==> src/rtl/axi4_lite_slave_regs.sv <==
// AXI4-Lite responder with a bank of NUM_REGS 32-bit read/write registers.
// Build option: define AXI4_LITE_SLAVE_SLVERR_EN to answer out-of-window accesses with SLVERR.
//
// state        | meaning
// W_IDLE       | awready=wready=1, waiting for AW and/or W
// W_WAIT_DATA  | address latched, waiting for W
// W_WAIT_ADDR  | data/strobes latched, waiting for AW
// W_RESP       | bvalid held until bready
// R_IDLE       | arready=1, waiting for AR
// R_DATA       | rvalid held until rready
module axi4_lite_slave_regs #(
  parameter int                    ADDR_WIDTH = 32,
  parameter logic [ADDR_WIDTH-1:0] BASE_ADDR  = 32'h0000_2000,
  parameter int                    NUM_REGS   = 16
) (
  input  logic                  aclk,
  input  logic                  aresetn,
  input  logic [ADDR_WIDTH-1:0] awaddr,
  input  logic [2:0]            awprot,
  input  logic                  awvalid,
  output logic                  awready,
  input  logic [31:0]           wdata,
  input  logic [3:0]            wstrb,
  input  logic                  wvalid,
  output logic                  wready,
  output logic [1:0]            bresp,
  output logic                  bvalid,
  input  logic                  bready,
  input  logic [ADDR_WIDTH-1:0] araddr,
  input  logic [2:0]            arprot,
  input  logic                  arvalid,
  output logic                  arready,
  output logic [31:0]           rdata,
  output logic [1:0]            rresp,
  output logic                  rvalid,
  input  logic                  rready
);

  localparam int IDXW = $clog2(NUM_REGS);

  localparam logic [1:0] W_IDLE      = 2'd0;
  localparam logic [1:0] W_WAIT_DATA = 2'd1;
  localparam logic [1:0] W_WAIT_ADDR = 2'd2;
  localparam logic [1:0] W_RESP      = 2'd3;
  localparam logic [0:0] R_IDLE      = 1'b0;
  localparam logic [0:0] R_DATA      = 1'b1;

  localparam logic [1:0] RESP_OKAY = 2'b00;
`ifdef AXI4_LITE_SLAVE_SLVERR_EN
  localparam logic [1:0] RESP_MISS = 2'b10;
`else
  localparam logic [1:0] RESP_MISS = 2'b00;
`endif

  logic [1:0]            r_wstate;
  logic [0:0]            r_rstate;
  logic [ADDR_WIDTH-1:0] r_awaddr;
  logic [31:0]           r_wdata;
  logic [3:0]            r_wstrb;
  logic [31:0]           r_regs [NUM_REGS];

  logic                  w_aw_hs;
  logic                  w_w_hs;
  logic                  w_wr_en;
  logic [ADDR_WIDTH-1:0] w_wr_addr;
  logic [31:0]           w_wr_data;
  logic [3:0]            w_wr_strb;
  logic                  w_wr_hit;
  logic [IDXW-1:0]       w_wr_idx;
  logic                  w_rd_hit;
  logic [IDXW-1:0]       w_rd_idx;
  logic                  w_unused_ok;

  assign w_aw_hs = awvalid && awready;
  assign w_w_hs  = wvalid && wready;

  // The commit source depends on which half of the write was latched earlier.
  assign w_wr_en   = ((r_wstate == W_IDLE) && w_aw_hs && w_w_hs) ||
                     ((r_wstate == W_WAIT_DATA) && w_w_hs) ||
                     ((r_wstate == W_WAIT_ADDR) && w_aw_hs);
  assign w_wr_addr = (r_wstate == W_WAIT_DATA) ? r_awaddr : awaddr;
  assign w_wr_data = (r_wstate == W_WAIT_ADDR) ? r_wdata : wdata;
  assign w_wr_strb = (r_wstate == W_WAIT_ADDR) ? r_wstrb : wstrb;

  // Window is aligned to its size, so a tag compare is the full range check.
  assign w_wr_hit = (w_wr_addr[ADDR_WIDTH-1:IDXW+2] == BASE_ADDR[ADDR_WIDTH-1:IDXW+2]);
  assign w_wr_idx = w_wr_addr[IDXW+1:2];
  assign w_rd_hit = (araddr[ADDR_WIDTH-1:IDXW+2] == BASE_ADDR[ADDR_WIDTH-1:IDXW+2]);
  assign w_rd_idx = araddr[IDXW+1:2];

  assign w_unused_ok = &{1'b0, awprot, arprot, w_wr_addr[1:0], araddr[1:0]};

  always_ff @(posedge aclk or negedge aresetn) begin
    if (!aresetn) begin
      r_wstate <= W_IDLE;
      awready  <= 1'b0;
      wready   <= 1'b0;
      bvalid   <= 1'b0;
      bresp    <= RESP_OKAY;
      r_awaddr <= '0;
      r_wdata  <= '0;
      r_wstrb  <= '0;
    end else begin
      case (r_wstate)
        W_IDLE: begin
          if (w_aw_hs && w_w_hs) begin
            awready  <= 1'b0;
            wready   <= 1'b0;
            bvalid   <= 1'b1;
            bresp    <= w_wr_hit ? RESP_OKAY : RESP_MISS;
            r_wstate <= W_RESP;
          end else if (w_aw_hs) begin
            r_awaddr <= awaddr;
            awready  <= 1'b0;
            r_wstate <= W_WAIT_DATA;
          end else if (w_w_hs) begin
            r_wdata  <= wdata;
            r_wstrb  <= wstrb;
            wready   <= 1'b0;
            r_wstate <= W_WAIT_ADDR;
          end else begin
            awready <= 1'b1;
            wready  <= 1'b1;
          end
        end
        W_WAIT_DATA: begin
          if (w_w_hs) begin
            wready   <= 1'b0;
            bvalid   <= 1'b1;
            bresp    <= w_wr_hit ? RESP_OKAY : RESP_MISS;
            r_wstate <= W_RESP;
          end
        end
        W_WAIT_ADDR: begin
          if (w_aw_hs) begin
            awready  <= 1'b0;
            bvalid   <= 1'b1;
            bresp    <= w_wr_hit ? RESP_OKAY : RESP_MISS;
            r_wstate <= W_RESP;
          end
        end
        default: begin
          if (bready) begin
            bvalid   <= 1'b0;
            awready  <= 1'b1;
            wready   <= 1'b1;
            r_wstate <= W_IDLE;
          end
        end
      endcase
    end
  end

  always_ff @(posedge aclk or negedge aresetn) begin
    if (!aresetn) begin
      for (int i = 0; i < NUM_REGS; i++) r_regs[i] <= '0;
    end else if (w_wr_en && w_wr_hit) begin
      for (int b = 0; b < 4; b++) begin
        if (w_wr_strb[b]) r_regs[w_wr_idx][8*b +: 8] <= w_wr_data[8*b +: 8];
      end
    end
  end

  // Same-edge read of a register being written returns the pre-write value.
  always_ff @(posedge aclk or negedge aresetn) begin
    if (!aresetn) begin
      r_rstate <= R_IDLE;
      arready  <= 1'b0;
      rvalid   <= 1'b0;
      rdata    <= '0;
      rresp    <= RESP_OKAY;
    end else begin
      case (r_rstate)
        R_IDLE: begin
          if (arvalid && arready) begin
            rdata    <= w_rd_hit ? r_regs[w_rd_idx] : 32'h0;
            rresp    <= w_rd_hit ? RESP_OKAY : RESP_MISS;
            rvalid   <= 1'b1;
            arready  <= 1'b0;
            r_rstate <= R_DATA;
          end else begin
            arready <= 1'b1;
          end
        end
        default: begin
          if (rready) begin
            rvalid   <= 1'b0;
            arready  <= 1'b1;
            r_rstate <= R_IDLE;
          end
        end
      endcase
    end
  end

endmodule
==> config.mk <==
export PLATFORM = sky130hd
export DESIGN_NAME = axi4_lite_slave_regs
export DESIGN_NICKNAME = d
export VERILOG_FILES = /design/src/rtl/axi4_lite_slave_regs.sv
export SDC_FILE = /design/constraint.sdc
export NUM_CORES = 1
export LEC_CHECK = 0
export CAP_MARGIN = 20
export CORE_MARGIN = 8
export CORE_UTILIZATION = 50
export DETAILED_ROUTE_END_ITERATION = 16
export PLACE_DENSITY = 0.68
export SYNTH_ARGS = -nofsm -noshare
export SYNTH_HDL_FRONTEND = slang
export SYNTH_SLANG_ARGS = --single-unit
==> constraint.sdc <==
create_clock -name aclk -period 7.5 [get_ports aclk]
set_input_delay 0.75 -clock aclk [delete_from_list [all_inputs] [get_ports aclk]]
set_output_delay 0.75 -clock aclk [all_outputs]
set_load 0.01 [all_outputs]
==> impl_metrics.tcl <==
set metrics [dict create \
    status "completed" \
    postRouteWirelength_um 65300 \
    utilization_pct 58.2 \
    synthTopCellsByArea "dfrtp_1 (54%), mux2_2 (23%), mux4_2 (13%), nand3_4 (2.4%), nand3_2 (0.91%)" \
    tightestPinTransition_ns 1.06 \
    dp_cells 2597 \
    cts-root-buf "clkbuf_16" \
    cts_tree "yes" \
    drt-initial-drc-count 850 \
    grt_antenna_before_repair 4 \
    hold_class "in2async" \
    synth_cell_types 43 \
    crit_chain "inv_1 -> ha_1 -> nor4b_1 -> nand4_1 -> o22ai_4 -> buf_4 -> nand3_2 -> mux2_2" \
    syn-mean-instance-area_um2 16.1 \
    fillers 4341 \
    drive_gt1_share_pct 49.3 \
    rsz0062_at_grt "no" \
    cp_max_fo 27 \
    crit_slowest_cell "o22ai_4" \
    holdWs_ns 0.256 \
    synth_seq_cells 618 \
    die_y_um 255 \
    detail_route.first_pass.iterations 5 \
    syn_to_final_growth_pct 15.0 \
    grt_max_degree 186 \
    cp_slowest_stage_delay_ns 0.81 \
    postCtsSetupBuffers 0 \
    synthCells 1778 \
    cts.sinks 618 \
    track_usage_pct 20.6 \
    grt_pass1_wl_um 102000 \
    p_leak_nw 15.2 \
    die_area_mm2 0.0651 \
    crit_buf_inv 2 \
    async_reset_ff_share_pct 100 \
    syn_area_mm2 0.0286 \
    cts_hold_buf 0 \
    globalRoute.totalOverflow 0 \
    worst_ep_arrival_time_ns 4.79 \
    gp_congestion 0.785 \
    finalCriticalPeriod_ns 4.32 \
    path_delay_family "simple AND/OR/NAND/NOR gates" \
    ys_top_cells_by_count "dfrtp_1 (618), mux2_2 (585), mux4_2 (160)" \
    synth.largest_area_cell "dfrtp_1" \
    initial_core_util_pct 50.6 \
    path_class "reg2reg" \
    insertion_delay_ns 0.59 \
    clkTransAtPathRegs_ns 0.06 \
    slew_viol_final 0 \
    fin_skew_ns 0.0200 \
    io_buffers 139 \
    power.density_mw_per_mm2 249 \
    drc 0 \
    vias 15851 \
    cap_violations 0 \
    drt-vias-per-instance 5.84 \
    synthFlopType "dfrtp_1" \
    synth_seq_area_share_pct 54.0 \
    core.rowCount 87 \
    finalCritPeriodShare_pct 57.6 \
    synth-edff-count 0 \
    synth_most_common_cell "dfrtp_1" \
    yosys_warnings 0 \
    h-tree-depth 3 \
    io_pins 154 \
    avgRoutedWirePerCell_um 24.0 \
    hold_viol 0 \
    finalSetupTns_ns 0 \
    final_nets 2028 \
    cts.repair.resized 0 \
    dp_hpwl_um 39600 \
    core_area_mm2 0.0565 \
    startpoint_type "flip-flop" \
    cts.path.max_buffers 3 \
    max_clock_freq_mhz 231 \
    die_w_um 255 \
    crit_required_ns 7.97 \
    numCtsBuffers 67 \
    synth_top_area_share_pct 54.0 \
    peakVddDrop_mv 0.161 \
    setup.worst_path.end_class "flip-flop" \
    grt_pass1_vias 17041 \
    setup_viol 0 \
    fin_cells 2715 \
    ant_nets 0 \
    slew_headroom_pct 29.2 \
]
## metrics by stage
stage / cell area, um2 / power, W / setup WS [ns]
floorplan: 28600 / 0.00457 / 4.80
global placement: 30700 / 0.00496 / 3.34
detailed placement: 30700 / 0.00501 / 3.23
CTS: 32900 / 0.00830 / 3.21
global route: 32900 / 0.00857 / 2.94
finish: 32900 / 0.00820 / 3.18
## final timing paths
| kind | start | end | slack [ns] | cells after the start |
|---|---|---|---|---|
| setup / recovery | r_wstate[1] | r_regs[154] | 3.18 | 8 |
| setup reg to reg | r_wstate[1] | r_regs[154] | 3.18 | 8 |
| min in group aclk | rdata[27] | rdata[27] | 0.48 | 2 |
| max in group asynchronous | aresetn | rdata[16] | 5.67 | 2 |
| hold reg to reg | rdata[27] | rdata[27] | 0.48 | 2 |
| hold / removal | aresetn | r_regs[171] | 0.26 | 1 |
## layout make-up
class	instances	area [um2]	area share, %
clock inverter	9	98.8	0.300
inverter	40	150	0.456
tap	756	946	2.87
sequential	618	15500	47.0
multi-input combinational	1021	12600	38.2
clock buffer	106	2080	6.32
timing repair buffer	162	1590	4.82
antenna	3	7.51	0.0228
## cell usage in the layout (no fill, tap or decap), types with 24 or more instances in the layout
cell	count
mux4_2	160
clkbuf_16	71
o21ai_0	39
nand3_4	40
mux2_2	585
nand3_2	28
clkdlybuf4s50_1	134
nor2_1	24
dfrtp_1	618
nand2_1	46
inv_1	40
## kinds of logic (layout without fill, tap and decap cells)
logic type | after synthesis | count (layout) | synth area share (%)
AOI/OAI and AO/OA | 65 | 65 | 1.53
adders and majority gates | 5 | 5 | 0.219
buffers and inverters | 142 | 317 | 2.14
DFF | 618 | 618 | 54.0
muxes | 773 | 773 | 36.9
other | 1 | 7 | 0.0131
and+or+nand+nor | 174 | 174 | 5.14
## power by group
group / internal (W) / switching, W / total (W)
logic: 0.000478 / 0.000814 / 0.00129
registers: 0.00354 / 0.000113 / 0.00365
clock network: 0.00196 / 0.00130 / 0.00326
## layer usage
metal / global-route usage (%) / part of all wire (%) / up-vias / wire length, um
li1: - / - / 6924 / -
met1: 27.6 / 43 / 8460 / 28300
met2: 33.7 / 49 / 368 / 31800
met3: 4.45 / 5.8 / 97 / 3760
met4: 5.91 / 2.2 / 2 / 1430
met5: 0 / 0.020 / - / 13
## registers in the layout, summed over array words and instances, names as in the netlist
signal and cells:
arready 1, r_rstate 1, r_wdata 32, rvalid 1
rdata 32, wready 1, r_awaddr 30, r_regs 512
awready 1, r_wstate 2, bvalid 1, r_wstrb 4
Power figures use the tool's default switching activity.
